### config.mk
export PLATFORM = sky130hd
export DESIGN_NAME = winograd_f23_engine
export DESIGN_NICKNAME = d
export VERILOG_FILES = /design/src/rtl/winograd_f23_engine.sv
export SDC_FILE = /design/constraint.sdc
export NUM_CORES = 2
export LEC_CHECK = 0
export ABC_AREA = 1
export CAP_MARGIN = 0
export CORE_MARGIN = 1.5
export CORE_UTILIZATION = 35
export DETAILED_ROUTE_END_ITERATION = 10
export SYNTH_ARGS = -nofsm -noshare
export SYNTH_HDL_FRONTEND = slang
export SYNTH_SLANG_ARGS = --single-unit
export TNS_END_PERCENT = 100
### constraint.sdc
create_clock -name clk -period 9.5 [get_ports clk]
set_input_delay 2.85 -clock clk [delete_from_list [all_inputs] [get_ports clk]]
set_output_delay 2.85 -clock clk [all_outputs]
set_load 0.02 [all_outputs]
### src/rtl/winograd_f23_engine.sv
// winograd_f23_engine
// Winograd F(2,3) convolution engine. A 3-tap filter is loaded once and
// kept. Each accepted 4-sample tile d0..d3 then yields
//    y0 = d0*g0 + d1*g1 + d2*g2
//    y1 = d1*g0 + d2*g1 + d3*g2
// The four Winograd products are computed on NUM_MUL shared multipliers
// in 4/NUM_MUL passes.
//
// Ports
//    clk, rst_n            clock, asynchronous active-low reset
//    w_load / w_ready      filter load handshake; g0..g2 taps
//    in_valid / in_ready   tile handshake; d0..d3 samples
//    out_valid / out_ready result handshake; y0, y1 results
//    busy                  engine not idle
module winograd_f23_engine #(
   parameter int DATA_W  = 16,
   parameter int NUM_MUL = 1,
   parameter int OUT_W   = 2*DATA_W+2
) (
   input  logic                     clk,
   input  logic                     rst_n,
   input  logic                     w_load,
   output logic                     w_ready,
   input  logic signed [DATA_W-1:0] g0,
   input  logic signed [DATA_W-1:0] g1,
   input  logic signed [DATA_W-1:0] g2,
   input  logic                     in_valid,
   output logic                     in_ready,
   input  logic signed [DATA_W-1:0] d0,
   input  logic signed [DATA_W-1:0] d1,
   input  logic signed [DATA_W-1:0] d2,
   input  logic signed [DATA_W-1:0] d3,
   output logic                     out_valid,
   input  logic                     out_ready,
   output logic signed [OUT_W-1:0]  y0,
   output logic signed [OUT_W-1:0]  y1,
   output logic                     busy
);

   localparam int MW = DATA_W + 1;     // tile transform width
   localparam int SW = DATA_W + 2;     // un-halved filter sum width
   localparam int PW = 2*DATA_W + 3;   // product width
   localparam int FW = PW + 1;         // final sum width
   localparam int P  = 4 / NUM_MUL;    // passes per tile

   typedef enum logic [1:0] {S_IDLE, S_MUL, S_SUM, S_HOLD} state_t;

   state_t                  r_state;
   state_t                  w_state_nxt;
   logic [1:0]              r_cnt;
   logic                    w_accept;
   logic                    w_wtake;

   logic signed [DATA_W-1:0] r_k0;
   logic signed [SW-1:0]     r_s1;
   logic signed [SW-1:0]     r_s2;
   logic signed [DATA_W-1:0] r_k3;

   logic signed [MW-1:0]     r_m_p0 [4];
   logic signed [PW-1:0]     r_t_p1 [4];
   logic signed [OUT_W-1:0]  r_y0_p2;
   logic signed [OUT_W-1:0]  r_y1_p2;

   logic [1:0]               w_idx  [NUM_MUL];
   logic signed [PW-1:0]     w_opa  [NUM_MUL];
   logic signed [PW-1:0]     w_opb  [NUM_MUL];
   logic signed [PW-1:0]     w_prod [NUM_MUL];

   logic signed [FW-1:0]     w_sum;
   logic signed [FW-1:0]     w_dif;
   logic signed [FW-1:0]     w_h;
   logic signed [FW-1:0]     w_g;
   logic signed [FW-1:0]     w_y0;
   logic signed [FW-1:0]     w_y1;

   // The full-width sums always fit in OUT_W, so narrowing drops only
   // redundant sign bits.
   function automatic logic signed [OUT_W-1:0] f_narrow(input logic signed [FW-1:0] v);
      return v[OUT_W-1:0];
   endfunction

   // A load has priority over a tile in the same IDLE cycle.
   always_comb begin
      w_state_nxt = r_state;
      w_ready     = 1'b0;
      in_ready    = 1'b0;
      busy        = 1'b1;
      out_valid   = 1'b0;
      case (r_state)
         S_IDLE: begin
            w_ready  = 1'b1;
            in_ready = ~w_load;
            busy     = 1'b0;
            if (in_valid && !w_load) w_state_nxt = S_MUL;
         end
         S_MUL:  if (r_cnt == 2'(P-1)) w_state_nxt = S_SUM;
         S_SUM:  w_state_nxt = S_HOLD;
         S_HOLD: begin
            out_valid = 1'b1;
            if (out_ready) w_state_nxt = S_IDLE;
         end
         default: w_state_nxt = S_IDLE;
      endcase
   end

   assign w_accept = in_valid & in_ready;
   assign w_wtake  = w_load & w_ready;
   assign y0       = r_y0_p2;
   assign y1       = r_y1_p2;

   // Pass r_cnt feeds products r_cnt*NUM_MUL .. r_cnt*NUM_MUL+NUM_MUL-1.
   always_comb begin
      for (int j = 0; j < NUM_MUL; j++) begin
         w_idx[j] = 2'(int'(r_cnt) * NUM_MUL + j);
         w_opa[j] = PW'(r_m_p0[w_idx[j]]);
         case (w_idx[j])
            2'd0:    w_opb[j] = PW'(r_k0);
            2'd1:    w_opb[j] = PW'(r_s1);
            2'd2:    w_opb[j] = PW'(r_s2);
            default: w_opb[j] = PW'(r_k3);
         endcase
         w_prod[j] = w_opa[j] * w_opb[j];
      end
   end

   // t1+t2 and t1-t2 are always even, so the arithmetic shift is exact.
   always_comb begin
      w_sum = FW'(r_t_p1[1]) + FW'(r_t_p1[2]);
      w_dif = FW'(r_t_p1[1]) - FW'(r_t_p1[2]);
      w_h   = w_sum >>> 1;
      w_g   = w_dif >>> 1;
      w_y0  = FW'(r_t_p1[0]) + w_h;
      w_y1  = w_g - FW'(r_t_p1[3]);
   end

   always_ff @(posedge clk or negedge rst_n) begin
      if (!rst_n) begin
         r_state <= S_IDLE;
         r_cnt   <= 2'd0;
         r_k0    <= '0;
         r_s1    <= '0;
         r_s2    <= '0;
         r_k3    <= '0;
         r_y0_p2 <= '0;
         r_y1_p2 <= '0;
         for (int i = 0; i < 4; i++) begin
            r_m_p0[i] <= '0;
            r_t_p1[i] <= '0;
         end
      end else begin
         r_state <= w_state_nxt;
         if (w_wtake) begin
            r_k0 <= g0;
            r_s1 <= SW'(g0) + SW'(g1) + SW'(g2);
            r_s2 <= SW'(g0) - SW'(g1) + SW'(g2);
            r_k3 <= g2;
         end
         // stage p0: tile transform
         if (w_accept) begin
            r_cnt     <= 2'd0;
            r_m_p0[0] <= MW'(d0) - MW'(d2);
            r_m_p0[1] <= MW'(d1) + MW'(d2);
            r_m_p0[2] <= MW'(d2) - MW'(d1);
            r_m_p0[3] <= MW'(d1) - MW'(d3);
         end
         // stage p1: shared-multiplier passes
         if (r_state == S_MUL) begin
            r_cnt <= r_cnt + 2'd1;
            for (int j = 0; j < NUM_MUL; j++) r_t_p1[w_idx[j]] <= w_prod[j];
         end
         // stage p2: output transform
         if (r_state == S_SUM) begin
            r_y0_p2 <= f_narrow(w_y0);
            r_y1_p2 <= f_narrow(w_y1);
         end
      end
   end

endmodule

### Word-level counts from Yosys, hierarchy flattened

Index checks and enable logic that the tools add are counted.

* $add $sub $neg: 13
* $mul: 1
* magnitude comparators: 2
* equal/unequal tests: 9
* mux-type cells: 17
* bitwise gates (word level): 4
* reduce and logical (&&, ||, !) cells: 7

Operator list (count)
* $bwmux 140: 1
* $pmux 35 s3: 1
* $demux 35 s2: 1
* $sub 16x16->17: 4
* $add 17x16->18: 2
* $add 35x35->35: 1
* $mul 17x35->35: 1
* $mux 35: 1
* $sub 35x35->35: 1
* $add 16x16->17: 2
* $add 34x34->34: 1
* $bmux 17 s2: 1
* $mux 17: 2
* $sub 34x34->34: 1
* $mux 2: 5
* $eq 2x2->1 const B: 4
* $pmux 2 s4: 1
* $ne 2x2->1 const B: 3
* $eq 2x1->1 const B: 2
* $logic_not 2->1: 2
* $mux 1: 4
* $ge 3x3->1 const B: 1
* $lt 3x1->1 const B: 1
* $not 2->3: 1
* other kinds (7): 9

* register bits: 348
* bits of input ports: 117
* output and inout bits: 72
* word-level logic and storage cells: 69

### Logic depth before layout (Yosys ltp)

* depth after elaboration: 6
* mapped depth: 36
* depth with buffers taken out: 32

### Least setup slack after synthesis

No wires, ideal clock.

* path kind: reg2reg
* from: register r_cnt[0]
* to: register r_t_p1[61] in the netlist's numbering
* setup time: 132 ps
* data arrival time: 6602 ps
* required time: 9368 ps
* path slack: 2766 ps
* stages on the path, launching flop included: 29
* path buffers: 4
* period minus slack after synthesis: 6734 ps
* cells stage by stage: dfrtp_1 inv_2 buf_2 buf_4 ha_1 buf_2 a22o_1 o21ai_0 buf_2 nor2_1 fa_1 fa_1 fa_1 fa_1 fa_1 inv_1 fa_1 inv_1 ha_1 nand2_1 nor2_1 inv_1 nor2_1 inv_1 or2_1 nand3_1 nand2_1 nand3_1 o21ai_0

* cells in the longest elaborated chain, start to end: 6
* elaborated cells between the ends (all ways): 15
* classes of those cells: mul (1); order compare (2); eq/ne (2); mux (7); bitwise (1); reduce/logical (2)

Ends and longest elaborated chain
* start, declared: RTL line 50 `logic [1:0] r_cnt;`
* start signal, assigned: RTL line 168 `r_cnt <= r_cnt + 2'd1;`
* $not 2->3 (implied by the code): RTL line 115, 169
* $bmux 17 s2, or another cell as far along: RTL line 115 `w_opa[j] = PW'(r_m_p0[w_idx[j]]);`
* $mux 17 (implied by the code) / $logic_and 1x1->1 (equally long branches): RTL line 115, 169
* $mux 17 (implied by the code) / $mux 35 (equally long branches): RTL line 115, 169
* $mul 17x35->35 / $demux 35 s2 (equally long branches): RTL line 122, 169
* $bwmux 140 *: RTL line 169 `for (int j = 0; j < NUM_MUL; j++) r_t_p1[w_idx[j]] <= w_prod[j];`
* end signal, assigned by index: RTL line 148 `r_t_p1[i] <= '0;`
* end, declared: RTL line 60 `logic signed [PW-1:0] r_t_p1 [4];`

Every way passes the cells marked *; elsewhere a longest branch is shown, timed or not. The select of a mux whose other input is x is not followed.
A chain may end at the register's enable or synchronous reset.

### Worst setup path after layout

* from: register r_cnt[0]
* to: register r_t_p1[22] in the netlist's numbering

Same word-level chain as after synthesis.

==> results.sh <==
export IMPL_end_kind="flip-flop"
export IMPL_synthAdderAreaFrac_pct=27.9
export IMPL_ant_nets=0
export IMPL_slowest_delay_ns=0.77
export IMPL_synthFlopType="dfrtp_1"
export IMPL_final_util_pct=39.8
export IMPL_crit_top_cell="fa_1"
export IMPL_cts_resized=0
export IMPL_final_cell_mix="1217 x nand2_1, 974 x inv_1, 478 x nor2_1"
export IMPL_cts_setup_buffers=0
export IMPL_grtUsageTotal_pct=24.8
export IMPL_wl_mm=144
export IMPL_hold_class="reg -> reg"
export IMPL_grt_pass1_vias=36600
export IMPL_seq_area_frac_synth_pct=21.6
export IMPL_synth_top_family_by_area="adder cells"
export IMPL_drive_gt1_share_pct=4.92
export IMPL_period_needed_ns=8.92
export IMPL_drv_slew=0
export IMPL_synth_seq_cells=344
export IMPL_synth_edf_count=0
export IMPL_io_buffers=188
export IMPL_row_count=123
export IMPL_core_area_um2=113000
export IMPL_cts_root_buf="clkbuf_16"
export IMPL_status="complete, no violations"
export IMPL_dr_pass1_iters=6
export IMPL_critPathSlowestCell="dfrtp_1"
export IMPL_numCtsBuffers=43
export IMPL_grt_first_pass_wirelength_mm=220
export IMPL_place_congestion=1.04
export IMPL_boundaryPins=189
export IMPL_cp_max_fo=32
export IMPL_grt_overflow_total=0
export IMPL_clockBufferDepth=3
export IMPL_area_growth_pct=12.5
export IMPL_htree_num_levels=2
export IMPL_vias_per_cell=5.07
export IMPL_timing_hold_violations_final=0
export IMPL_fp_dieArea_um2=116000
export IMPL_finClkSkew_ns=0.0487
export IMPL_syn_nets=6206
export IMPL_crit_path_start_kind="flip-flop"
export IMPL_cts_hold_buf=0
export IMPL_mostFrequentLayoutCell="nand2_1"
export IMPL_vias=35900
export IMPL_fin_setup_tns_ns=0
export IMPL_worst_pin_slew_ns=1.27
export IMPL_clock_sinks=344
export IMPL_synthDistinctLibCells=66
export IMPL_dpl_hpwl_mm=121
export IMPL_nNetsFinal=6346
export IMPL_maxCapViolCount=0
export IMPL_postSynthAreaPerCell_um2=7.36
export IMPL_synthXorXnorAreaFrac_pct=3.34
export IMPL_synthesis_area_um2=39800
export IMPL_cts_tree="done"
export IMPL_syn_instance_count=5412
export IMPL_antenna_found_initial=1
export IMPL_synth_compound_area_share_pct=13.0
export IMPL_start_util_pct=35.4
export IMPL_setup_violations=0
export IMPL_rsz0062_at_grt="false"
export IMPL_critical_path_class="reg -> reg"
export IMPL_yosys_area_share_simple_pct=22.9
export IMPL_cp_arrival_ns=9.38
export IMPL_max_freq_ghz=0.112
export IMPL_wire_per_inst_um=20.3
export IMPL_drc_errors=0
export IMPL_die_y_um=340
export IMPL_drt_iter0_markers=2548
export IMPL_insertion_delay_ns=0.64
export IMPL_max_slew_margin_pct=14.6
export IMPL_muxShareOfSynthArea_pct=0
export IMPL_crit_required_ns=9.96
export IMPL_die_x_um=340
export IMPL_async_flop_share_pct=100
export IMPL_min_period_over_period_pct=93.9
export IMPL_hold_slack_ns=0.474
export IMPL_path_clk_slew_ns=0.06
export IMPL_n_fill_cell=12000
export IMPL_yosysWarningCount=0
export IMPL_grt_max_degree=140
final timing paths:
path / startpoint / to / slack (ns) / cells past startpoint
worst max-delay path: r_cnt[0] / r_t_p1[22] / 0.58 / 25
worst min-delay path: r_m_p0[37] / r_m_p0[37] / 0.47 / 2
worst max register to register: r_cnt[0] / r_t_p1[22] / 0.58 / 25
worst min register to register: r_m_p0[37] / r_m_p0[37] / 0.47 / 2
max in group asynchronous: rst_n / r_s2[5] / 5.92 / 2
min in group asynchronous: rst_n / y1[0] / 2.18 / 1
area by class of cell:
cell class              count  area (um2)  share of cell area, %
repair buffers            239        2290                   5.12
multi-input cells        3916       26800                   59.8
well taps                1500        1880                   4.19
clock buffers              60        1260                   2.81
clock inverters            17         200                  0.447
inverters                1008        3780                   8.44
flip-flops and latches    344        8610                   19.2
diodes                      1        2.50                0.00558
stage by stage:
| stage | instance area (um2) | setup slack, ns | std cells |
|---|---|---|---|
| after detailed placement | 43300 | 0.374 | 7007 |
| after floorplan | 39800 | 2.77 | 5412 |
| after CTS | 44800 | 0.389 | 7084 |
| after global routing | 44800 | 0.0693 | 7084 |
| final | 44800 | 0.584 | 7085 |
| after global placement | 43300 | 0.351 | 7007 |
cell usage after synthesis (5+ instances only):
library cell  count  area, um2
a21boi_0         14        105
a21o_1           19        143
a21oi_1         286       1430
a21oi_2           6       52.6
a22o_1            9       78.8
a31oi_1          34        213
a32oi_2          11        179
buf_1             5       18.8
buf_2            57        285
buf_4            11       82.6
buf_6             5       56.3
clkbuf_1         65        244
clkinv_1          7       26.3
dfrtp_1         344       8610
fa_1            352       7050
ha_1            325       4070
inv_1           975       3660
inv_2            26       97.6
nand2_1        1221       4580
nand2_2          11       68.8
nand3_1         275       1380
nand3b_1         12       90.1
nand4_1          58        363
nor2_1          478       1790
nor2_2           12       75.1
nor3_1           42        210
nor3_2            8       80.1
nor4_1            6       37.5
o211ai_1          6       45.0
o21a_1           10       75.1
o21ai_0         364       1820
o21ai_1          42        210
o21ai_2           6       52.6
o21bai_1         31        233
o22ai_1          14       87.6
o22ai_2           6       75.1
o31ai_1          14        105
or2_0             5       31.3
or2_1             6       37.5
or2_2            37        231
xnor2_1          56        490
xor2_1           96        841
layer usage:
layer  vias up  part of all wire, %  global-route usage, %
met1     17300                   42                   29.8
met5         -                    0                      0
met2      1001                   49                   44.2
met3       268                  4.0                   2.50
li1      17300                    -                      -
met4         0                  5.3                   11.6
flip-flops by register name (all words and copies together) (netlist names):
signal   cells
y1          34
r_state      2
r_cnt        2
r_k0        16
y0          34
r_m_p0      67
r_s1        18
r_s2        17
r_k3        16
r_t_p1     138
kinds of logic (layout without fill, tap and decap cells):
| kind of cell | Yosys count | in the layout |
|---|---|---|
| AND/OR/NAND/NOR | 2185 | 2185 |
| buffers and inverters | 1152 | 1324 |
| AO/OA/AOI/OAI | 902 | 902 |
| flip-flops | 344 | 344 |
| adder cells (fa/ha/maj) | 677 | 677 |
| XOR/XNOR | 152 | 152 |
| other | 0 | 1 |
worst max-delay path: cells and delay by family, from the launching register on:
family | cells | cell delay [ns]
adder cells (fa/ha/maj) | 8 | 3.84
buffers and inverters | 6 | 1.39
AND/OR/NAND/NOR | 7 | 1.36
AO/OA/AOI/OAI | 3 | 0.93
flip-flops | 1 | 0.77
XOR/XNOR | 1 | 0.47
Power is not shown: default switching activity piles up to over one toggle a cycle in this logic, so the estimate is an artifact.
